--- config.mk ---
export PLATFORM = sky130hd
export DESIGN_NAME = mem_master
export DESIGN_NICKNAME = d
export VERILOG_FILES = /design/src/rtl/tiny16_pkg.sv /design/src/rtl/mem_master.sv
export SDC_FILE = /design/constraint.sdc
export NUM_CORES = 1
export LEC_CHECK = 0
export ABC_AREA = 1
export BUFFER_PORTS_ARGS = -buffer_cell sky130_fd_sc_hd__buf_2
export CAP_MARGIN = 10
export CORE_UTILIZATION = 40
export CTS_CLUSTER_DIAMETER = 50
export DETAILED_ROUTE_END_ITERATION = 16
export GPL_ROUTABILITY_DRIVEN = 0
export REMOVE_ABC_BUFFERS = 1
export SLEW_MARGIN = 20
export SYNTH_ARGS = -nofsm -noshare
export SYNTH_HDL_FRONTEND = slang
export SYNTH_SLANG_ARGS = --single-unit
--- constraint.sdc ---
create_clock -name clk -period 3.3 [get_ports clk]
set_clock_uncertainty 0.1 [all_clocks]
set_input_delay 0.33 -clock clk [delete_from_list [all_inputs] [get_ports clk]]
set_output_delay 0.33 -clock clk [all_outputs]
set_load 0.01 [all_outputs]
--- src/rtl/tiny16_pkg.sv ---
// Shared definitions for the tiny16 memory subsystem.
// - TINY16_ADDR_W / TINY16_DATA_W: default bus widths shared with `memory`
// - mem_master_state_t: sequencer states of mem_master
package tiny16_pkg;

  localparam int unsigned TINY16_ADDR_W = 16;
  localparam int unsigned TINY16_DATA_W = 16;

  typedef enum logic [2:0] {
    IDLE  = 3'd0,
    ADDR  = 3'd1,
    WRITE = 3'd2,
    READ  = 3'd3,
    CAPT  = 3'd4,
    RESP  = 3'd5
  } mem_master_state_t;

endpackage

--- src/rtl/mem_master.sv ---
// Bus-master sequencer for the single-port `memory` strobe interface.
// Accepts one read/write request per valid/ready handshake, splits it into
// the memory address phase (addr_en) and data phase (in_en / out_en), and
// returns read data or a write acknowledge on a valid/ready response channel.
// A shadow copy of the memory MAR allows the address phase to be skipped when
// the requested address is already loaded (MAR_TRACK=1).
// Ports:
//   clk, rst_n                         clock, async active-low reset
//   req_valid/req_ready/req_we/
//   req_addr/req_wdata                 request channel
//   rsp_valid/rsp_ready/rsp_we/
//   rsp_rdata                          response channel
//   addr_en/addr, in_en/in, out_en/out memory strobe interface
module mem_master
  import tiny16_pkg::*;
#(
  parameter int unsigned ADDR_W    = TINY16_ADDR_W,
  parameter int unsigned DATA_W    = TINY16_DATA_W,
  parameter bit          MAR_TRACK = 1'b1
) (
  input  logic              clk,
  input  logic              rst_n,
  input  logic              req_valid,
  output logic              req_ready,
  input  logic              req_we,
  input  logic [ADDR_W-1:0] req_addr,
  input  logic [DATA_W-1:0] req_wdata,
  output logic              rsp_valid,
  input  logic              rsp_ready,
  output logic              rsp_we,
  output logic [DATA_W-1:0] rsp_rdata,
  output logic              addr_en,
  output logic [ADDR_W-1:0] addr,
  output logic              in_en,
  output logic [DATA_W-1:0] in,
  output logic              out_en,
  input  logic [DATA_W-1:0] out
);

  mem_master_state_t state, state_nxt;

  logic              we_q;
  logic [DATA_W-1:0] wdata_q;
  logic [ADDR_W-1:0] addr_q;
  logic [DATA_W-1:0] in_q;
  logic [ADDR_W-1:0] mar_q;
  logic              mar_known;
  logic              rsp_we_q;
  logic [DATA_W-1:0] rsp_rdata_q;
  logic              mar_hit;

  assign mar_hit = MAR_TRACK && mar_known && (mar_q == req_addr);

  always_comb begin
    state_nxt = state;
    unique case (state)
      IDLE:    if (req_valid) state_nxt = mar_hit ? (req_we ? WRITE : READ) : ADDR;
      ADDR:    state_nxt = we_q ? WRITE : READ;
      WRITE:   state_nxt = RESP;
      READ:    state_nxt = CAPT;
      CAPT:    state_nxt = RESP;
      RESP:    if (rsp_ready) state_nxt = IDLE;
      default: state_nxt = IDLE;
    endcase
  end

  always_comb begin
    req_ready = 1'b0;
    rsp_valid = 1'b0;
    addr_en   = 1'b0;
    in_en     = 1'b0;
    out_en    = 1'b0;
    unique case (state)
      IDLE:    req_ready = 1'b1;
      ADDR:    addr_en   = 1'b1;
      WRITE:   in_en     = 1'b1;
      READ:    out_en    = 1'b1;
      RESP:    rsp_valid = 1'b1;
      default: ;
    endcase
  end

  // addr/in are separate registers loaded on entry to their strobe state, so
  // the memory-facing buses only move when their strobe rises. addr_q doubles
  // as the latched request address: on a MAR hit it already equals req_addr.
  always_ff @(posedge clk or negedge rst_n) begin
    if (!rst_n) begin
      state       <= IDLE;
      we_q        <= 1'b0;
      wdata_q     <= '0;
      addr_q      <= '0;
      in_q        <= '0;
      mar_q       <= '0;
      mar_known   <= 1'b0;
      rsp_we_q    <= 1'b0;
      rsp_rdata_q <= '0;
    end else begin
      state <= state_nxt;
      if (state == IDLE && req_valid) begin
        we_q    <= req_we;
        wdata_q <= req_wdata;
      end
      if (state == IDLE && state_nxt == ADDR) begin
        addr_q <= req_addr;
      end
      if (state_nxt == WRITE && state != WRITE) begin
        in_q <= (state == IDLE) ? req_wdata : wdata_q;
      end
      if (state == ADDR) begin
        mar_q     <= addr_q;
        mar_known <= 1'b1;
      end
      if (state == CAPT) begin
        rsp_rdata_q <= out;
      end
      if (state_nxt == RESP && state != RESP) begin
        rsp_we_q <= we_q;
      end
    end
  end

  assign addr      = addr_q;
  assign in        = in_q;
  assign rsp_we    = rsp_we_q;
  assign rsp_rdata = rsp_rdata_q;

endmodule

# After elaboration in Yosys (flattened, before gate mapping)
# Index checks and enable logic that the tools add are counted.
[op_classes]
eq_ne = 11
n_reduce_logical = 7
muxes = 12
[op_table]
columns = ["operator", "count"]
rows = [
  ["$eq 16x16->1", 1],
  ["$mux 16", 1],
  ["$pmux 3 s5", 1],
  ["$eq 3x2->1 const B", 3],
  ["$eq 3x3->1 const B", 3],
  ["$mux 1", 7],
  ["$eq 3x1->1 const B", 2],
  ["$mux 3", 2],
  ["$logic_and 1x1->1", 5],
  ["$logic_not 3->1", 1],
  ["$ne 3x2->1 const B", 1],
  ["$ne 3x3->1 const B", 1],
  ["$mux 2", 1],
  ["$reduce_or 2->1", 1],
]
[totals]
ff_bits = 86
output_inout_bits = 54
elab_cells = 39
input_bits = 53

# Longest topological paths before layout
# Gate-level depths: netlist of run 1.
[depth]
word_depth = 7
depth_mapped = 13
depth_no_buf = 12

# Least setup slack after synthesis of run 1
# Ideal clock, no wire load.
[synth_path]
kind = "register -> register"
from = "register state[0]"
to = "register addr_q[0] (netlist: addr[0])"
required_ps = 3082
setup_ps = 118
t_arrival_ps = 1520
period_less_slack_ps = 1737
slack_ps = 1563
n_path_buf = 1
path_stages_with_launch = 12
path_cell_list = "dfrtp_1 -> nor2_2 -> nand2_4 -> inv_6 -> nand2_8 -> inv_2 -> nand2_2 -> nand2_4 -> nand3_4 -> buf_6 -> nand2_1 -> nand2_1"
[synth_via]
elab_chain_len = 5
word_cells_on_any_way = 12
classes_between = "6 x eq/ne; 3 x mux; 3 x reduce/logical"
[synth_lines]
columns = ["item", "line_no", "text"]
rows = [
  ["from (decl)", "mem_master.sv:40", "mem_master_state_t state, state_nxt;"],
  ["from (signal assigned)", "mem_master.sv:98", "state <= state_nxt;"],
  ["$eq 3x3->1 / $eq 3x2->1 (equally long branches)", "mem_master.sv:56", "unique case (state)"],
  ["$reduce_or 2->1 (no line)", "n/a", ""],
  ["$pmux 3 s5", "mem_master.sv:56", ""],
  ["$eq 3x1->1", "mem_master.sv:103", "if (state == IDLE && state_nxt == ADDR) begin"],
  ["$logic_and 1x1->1 *", "mem_master.sv:103", ""],
  ["to (signal assigned)", "mem_master.sv:104", "addr_q <= req_addr;"],
  ["to (decl)", "mem_master.sv:44", "logic [ADDR_W-1:0] addr_q;"],
]
# Every way passes the cells marked *; elsewhere a longest branch is shown, timed or not.
# A chain may end at the register's enable or synchronous reset.

# Worst setup path after layout of run 1
[layout_path]
from = "register state[2]"
to = "register addr_q[11] (netlist: addr[11])"
# The elaborated chain is that of the path after synthesis.

==> flow_summary.toml, run 1 <==
[synth]
ys_types = 29
synth_cells = 443
yosysTopAreaCellShare = 0.554
synth_area_leader_cell = "dfrtp_1"
synth_warnings = 0
ys_seq_area_frac = 0.554
ys_seq_elements = 86
ys_top_cells_by_area = "dfrtp_1 (55%), nand2_1 (17%), o21ai_0 (5.3%)"
syn-cell-area_um2 = 3880
ys.flop_type = "dfrtp_1"
postSynth.asyncResetShare = 1.00
synth_edf_count = 0
avgSynthCellArea_um2 = 8.77

[die]
rows = 35
die_height_um = 101
dieWidth_um = 101
io_pins = 107
dieArea_um2 = 10100
initial_core_util = 0.416
core_area_um2 = 9330

[clock_tree]
cts_resized = 0
cts_root_buf = "clkbuf_8"
htree_levels = 3
clkLatencyLatePin_ns = 0.36
ctsLongestPathBuffers = 2
cts_tree = "built"
path_clk_slew_ns = 0.09
cts_inserted_buffers = 9
cts_sinks = 86

[grt]
grt_pass1_vias = 2924
antenna_found_initial = 0
grt_overflow = 0
grt.total_usage = 0.183
grt_pass1_wl_mm = 14.3
grt_max_degree = 87

[route]
viasPerCell = 4.70
dr.pass1.iters = 4
drt-total-wl_mm = 8.63
via_count = 3189
drcViolationCount = 0
wl_per_cell_um = 12.7
drt_iter0_drc = 168
ant_nets = 0

[layout]
layout-drive-gt1-share = 0.289
layout_common_cells = "nand2_1 (179), buf_2 (105), dfrtp_1 (86)"
fin_nets = 598
area_growth_pct = 21.1
seqCellArea_um2 = 2150
multi_input_area_um2 = 1480
final_common_cell = "nand2_1"
num_antenna_cells = 0
fill_cells = 901
utilization = 0.504

[timing]
fin_crit_sh = 0.780
fin_setup_tns_ns = 0
worstMarginPinSlew_ns = 0.782
slew_violations = 0
setup_viol = 0
timing.fmax_ghz = 0.388
max-slew-margin-rel = 0.479
fin_crit_ns = 2.57
hold_viol = 0
rsz0062_at_grt = "no"

[critical_path]
cp.arrival_ns = 2.72
cp-start-kind = "flip-flop"
cp-end-kind = "flip-flop"
r2r_slack_ns = 0.73
r2r-end = "addr[11]$_DFFE_PN0P_"
required_ns = 3.44
r2r.worst_path.cells = 9
rr_startpoint = "state[2]$_DFF_PN0_"
path_max_fanout = 35
crit_type = "reg -> reg"

[placement]
dp_hpwl_mm = 5.87
port_buffers = 106

[worst_hold_path]
hold_path.class = "in -> reg"
hold_depth = 2
holdPathEnd = "rsp_rdata[1]$_DFFE_PN0N_"
hp-start = "out[1]"

[power]
irDropWorstVdd_mv = 0.354
p_leak_nw = 2.58
power_density_nw_per_um2 = 947

[flow_run]
max_cap_viol_count = 0

[outcome]
status = "finished, final reports clean"
Yosys cell counts, types with 2 or more instances:
| master | count |
|---|---|
| inv_1 | 39 |
| xnor2_1 | 5 |
| buf_6 | 2 |
| mux2_2 | 16 |
| nand2_1 | 179 |
| nor2_1 | 14 |
| nand4_1 | 18 |
| nand2_4 | 2 |
| o21ai_0 | 41 |
| o21ai_1 | 2 |
| o21ai_2 | 2 |
| clkbuf_1 | 10 |
| inv_2 | 4 |
| nand3_1 | 3 |
| nor2_2 | 2 |
| dfrtp_1 | 86 |
| nor3_1 | 3 |
| buf_2 | 4 |
timing repair:
item	4_1_cts	5_1_grt
hold buffers	0	1
setup buffers	0	0
endpoints found under the hold margin	0	13
kinds of logic (layout without fill, tap and decap cells):
family | Yosys count | after routing | share of synthesized area
flip-flops | 86 | 86 | 0.554
AND/OR/NAND/NOR | 229 | 229 | 0.260
XOR/XNOR | 5 | 5 | 0.0113
multiplexers | 16 | 16 | 0.0464
buffers and inverters | 61 | 168 | 0.0663
AO/OA/AOI/OAI | 46 | 46 | 0.0622
power by group:
group	leakage [nW]	total [W]	switching (W)	internal, W
sequential	1.07	0.00181	0.000286	0.00152
combinational	1.41	0.00194	0.00121	0.000730
clock	0.0922	0.000710	0.000390	0.000320
worst max path at each step:
stage	slack, ns	depth (start not counted)	endpoint	start
after floorplan	1.24	6	addr[0]$_DFFE_PN0P_	state[2]$_DFF_PN0_
after global placement	0.81	9	addr[15]$_DFFE_PN0P_	state[2]$_DFF_PN0_
after detailed placement	0.75	9	addr[0]$_DFFE_PN0P_	state[2]$_DFF_PN0_
after CTS	0.73	9	addr[0]$_DFFE_PN0P_	state[2]$_DFF_PN0_
after global routing	0.49	9	addr[15]$_DFFE_PN0P_	state[2]$_DFF_PN0_
final	0.73	9	addr[11]$_DFFE_PN0P_	state[2]$_DFF_PN0_
cell type report:
type / instances / share of cell area
multi-input combinational: 296 / 0.313
timing repair buffer: 108 / 0.118
clock buffer: 11 / 0.0322
sequential: 86 / 0.457
tap: 129 / 0.0343
clock inverter: 5 / 0.00877
inverter: 44 / 0.0362
registers in the layout (all words and copies together) (netlist names):
| name | count |
|---|---|
| addr | 16 |
| in | 16 |
| mar_known | 1 |
| mar_q | 16 |
| rsp_rdata | 16 |
| rsp_we | 1 |
| state | 3 |
| wdata_q | 16 |
| we_q | 1 |
critical path, stage by stage, from the launching register on:
cell and delay (ns):
dfrtp_1 0.50, inv_2 0.11, nand2_4 0.29, inv_6 0.16, nand2_8 0.21, nor2_2 0.08, nor2_4 0.48, nand3_4 0.31
nand2_1 0.14, nand2_1 0.05
layer usage:
layer  track usage  vias up  wire length [um]
li1              -     1601                 -
met1         0.256     1483              4130
met2         0.281       96              3900
met3        0.0458        9               504
met4        0.0546        0                91
met5             0        -                 0
through the flow:
stage | power (W) | area [um^2] | instances | worst slack (ns) | hold WS (ns)
after floorplan | 0.00308 | 3800 | 426 | 1.24 | -0.0656
after global placement | 0.00373 | 4500 | 662 | 0.806 | 0.345
after detailed placement | 0.00379 | 4500 | 662 | 0.755 | 0.354
after CTS | 0.00451 | 4690 | 678 | 0.726 | 0.0821
after global routing | 0.00486 | 4710 | 679 | 0.490 | 0.0753
final | 0.00446 | 4710 | 679 | 0.726 | 0.0987
(Power assumes the default switching activity.)
==> run 2: changes to the inputs <==
--- a/config.mk
+++ b/config.mk
@@ -5,7 +5,7 @@
 export SDC_FILE = /design/constraint.sdc
 export NUM_CORES = 1
 export LEC_CHECK = 0
-export ABC_AREA = 1
+export ABC_AREA = 0
 export BUFFER_PORTS_ARGS = -buffer_cell sky130_fd_sc_hd__buf_2
 export CAP_MARGIN = 10
 export CORE_UTILIZATION = 40
==> constraint.sdc (replaced) <==
create_clock -name clk -period 2.6 [get_ports clk]
set_clock_uncertainty 0.1 [all_clocks]
set_input_delay 0.26 -clock clk [delete_from_list [all_inputs] [get_ports clk]]
set_output_delay 0.26 -clock clk [all_outputs]
set_load 0.01 [all_outputs]
==> run 2 against run 1 <==
  * Synthesized cell count down 46%
  * Clock-buffer cell count up 1
  * The flow now finishes with violations (design-rule violations)
  * Largest power group unchanged
  * Die area down 4.8%
  * Highest routed layer unchanged
  * Sequential power up 34%
  * Global-route usage down 2.3 points
  * Cell count down 31%
==> flow_summary.toml, run 2 <==
[outcome]
status = "finished with violations"
violations = "design-rule violations"

[worst_hold_path]
holdPathEnd = "rsp_rdata[12]$_DFFE_PN0N_"
hold_depth = 2
hold_path.class = "in -> reg"
hp-start = "out[12]"

[synth]
ys_seq_elements = 86
syn-cell-area_um2 = 3690
postSynth.asyncResetShare = 1.00
ys_seq_area_frac = 0.582
synth_commonest_cells = "dfrtp_1 (86), mux2_2 (77), xnor2_1 (16), mux2_1 (10), mux2_4 (10)"
yosysMostFrequentCell = "dfrtp_1"
ys.flop_type = "dfrtp_1"
yosysTopAreaCellShare = 0.582
ys_types = 27
avgSynthCellArea_um2 = 15.3
synth_warnings = 0
synth_cells = 241
synth_edf_count = 0
ys_top_cells_by_area = "dfrtp_1 (58%), mux2_2 (23%), mux2_4 (4.1%)"
synth_area_leader_cell = "dfrtp_1"

[layout]
final_common_cell = "buf_2"
area_growth_pct = 24.3
fin_nets = 411
fill_cells = 806
layout_common_cells = "buf_2 (105), dfrtp_1 (86), mux2_2 (77)"
fin_area_um2 = 4590
num_antenna_cells = 0
layout-drive-gt1-share = 0.614

[grt]
grt_overflow = 0
grt_pass1_wl_mm = 12.0
antenna_found_initial = 0
grt_max_degree = 44
grt.total_usage = 0.160
grt_pass1_vias = 2421

[die]
rows = 34
io_pins = 107
dieWidth_um = 98.1
dieArea_um2 = 9630
initial_core_util = 0.418
die_height_um = 98.1
core_area_um2 = 8850

[clock_tree]
cts_resized = 0
cts_tree = "built"
cts_root_buf = "clkbuf_8"
ctsLongestPathBuffers = 2
cts_setup_buffers = 0
path_clk_slew_ns = 0.08
clkLatencyLatePin_ns = 0.34
htree_levels = 3
cts_inserted_buffers = 9
cts_sinks = 86
cts_hold_buf = 1

[critical_path]
required_ns = 2.73
rr_startpoint = "state[0]$_DFF_PN0_"
crit_type = "reg -> reg"
path_max_fanout = 16
cp.arrival_ns = 2.34
r2r.worst_path.cells = 4
cp-start-kind = "flip-flop"
cp-end-kind = "flip-flop"
r2r-end = "in[3]$_DFFE_PN0P_"
r2r_slack_ns = 0.40

[power]
power_density_nw_per_um2 = 1280
p_leak_nw = 2.16
irDropWorstVdd_mv = 0.477

[route]
drcViolationCount = 7
via_count = 2274
drt_iter0_drc = 24
wl_per_cell_um = 14.7
dr.pass1.iters = 12
ant_nets = 0
viasPerCell = 4.83
drt-total-wl_mm = 6.91

[timing]
worstMarginPinSlew_ns = 0.958
rsz0062_at_grt = "no"
max-slew-margin-rel = 0.361
timing.fmax_ghz = 0.454
fin_crit_ns = 2.20
fin_crit_sh = 0.848
slew_violations = 0
setup_viol = 0
fin_setup_tns_ns = 0
hold_viol = 0

[flow_run]
max_cap_viol_count = 0

[placement]
dp_hpwl_mm = 4.97
postPlaceCellArea_um2 = 4370
port_buffers = 106
[run 2: report_power, final]
| group | leakage, nW | switching [W] | total, W | internal (W) |
|---|---|---|---|---|
| registers | 1.02 | 0.000399 | 0.00242 | 0.00202 |
| logic | 1.02 | 0.00102 | 0.00246 | 0.00144 |
| clock network | 0.110 | 0.000448 | 0.00101 | 0.000566 |
[run 2: cells by family (layout without fill, tap and decap cells)]
| logic type | count (synthesis) | count (layout) | share of synthesized area |
|---|---|---|---|
| multiplexers | 97 | 97 | 0.306 |
| AND/OR/NAND/NOR | 24 | 24 | 0.0369 |
| flip-flops | 86 | 86 | 0.582 |
| XOR/XNOR | 16 | 16 | 0.0379 |
| buffers and inverters | 10 | 132 | 0.0169 |
| AO/OA/AOI/OAI | 8 | 8 | 0.0200 |
[run 2: area by class of cell]
type	instances	area, um^2	share of cell area
clock buffer	12	145	0.0316
multi-input combinational	145	1490	0.323
inverter	1	3.75	0.000817
sequential	86	2150	0.468
tap	108	135	0.0294
timing repair buffer	115	603	0.131
clock inverter	4	70.1	0.0153
[run 2: metrics by stage]
step                       util  hold slack, ns  std cells  setup WS (ns)  total power (W)
after detailed placement  0.494           0.187        454          0.362          0.00497
after CTS                 0.519          0.0261        471          0.350          0.00601
final                     0.519          0.0467        471          0.396          0.00589
after global placement    0.494           0.192        454          0.370          0.00490
after global routing      0.519          0.0197        471          0.218          0.00635
after floorplan               -          -0.136        232         -0.662          0.00410
[run 2: worst max path at each step]
stage                                     start  slack [ns]                    to
after floorplan              state[0]$_DFF_PN0_       -0.66    in[10]$_DFFE_PN0P_
after global placement       state[0]$_DFF_PN0_        0.37     in[4]$_DFFE_PN0P_
after detailed placement     state[0]$_DFF_PN0_        0.36     in[3]$_DFFE_PN0P_
after CTS                    state[0]$_DFF_PN0_        0.35     in[3]$_DFFE_PN0P_
after global routing      mar_q[14]$_DFFE_PN0P_        0.22  addr[12]$_DFFE_PN0P_
final                        state[0]$_DFF_PN0_        0.40     in[3]$_DFFE_PN0P_
[run 2: routing by layer]
layer	vias to the layer above	part of all wire	track usage
met5	-	0	0
met4	0	0.014	0.0734
met3	8	0.060	0.0394
met2	64	0.46	0.258
met1	1120	0.47	0.204
li1	1082	-	-
[run 2: critical path: stages (launching register included)]
cell and delay (ns):
dfrtp_1 0.49, nor3_4 0.09, and3_2 0.25, a32oi_4 0.75, mux2_2 0.42
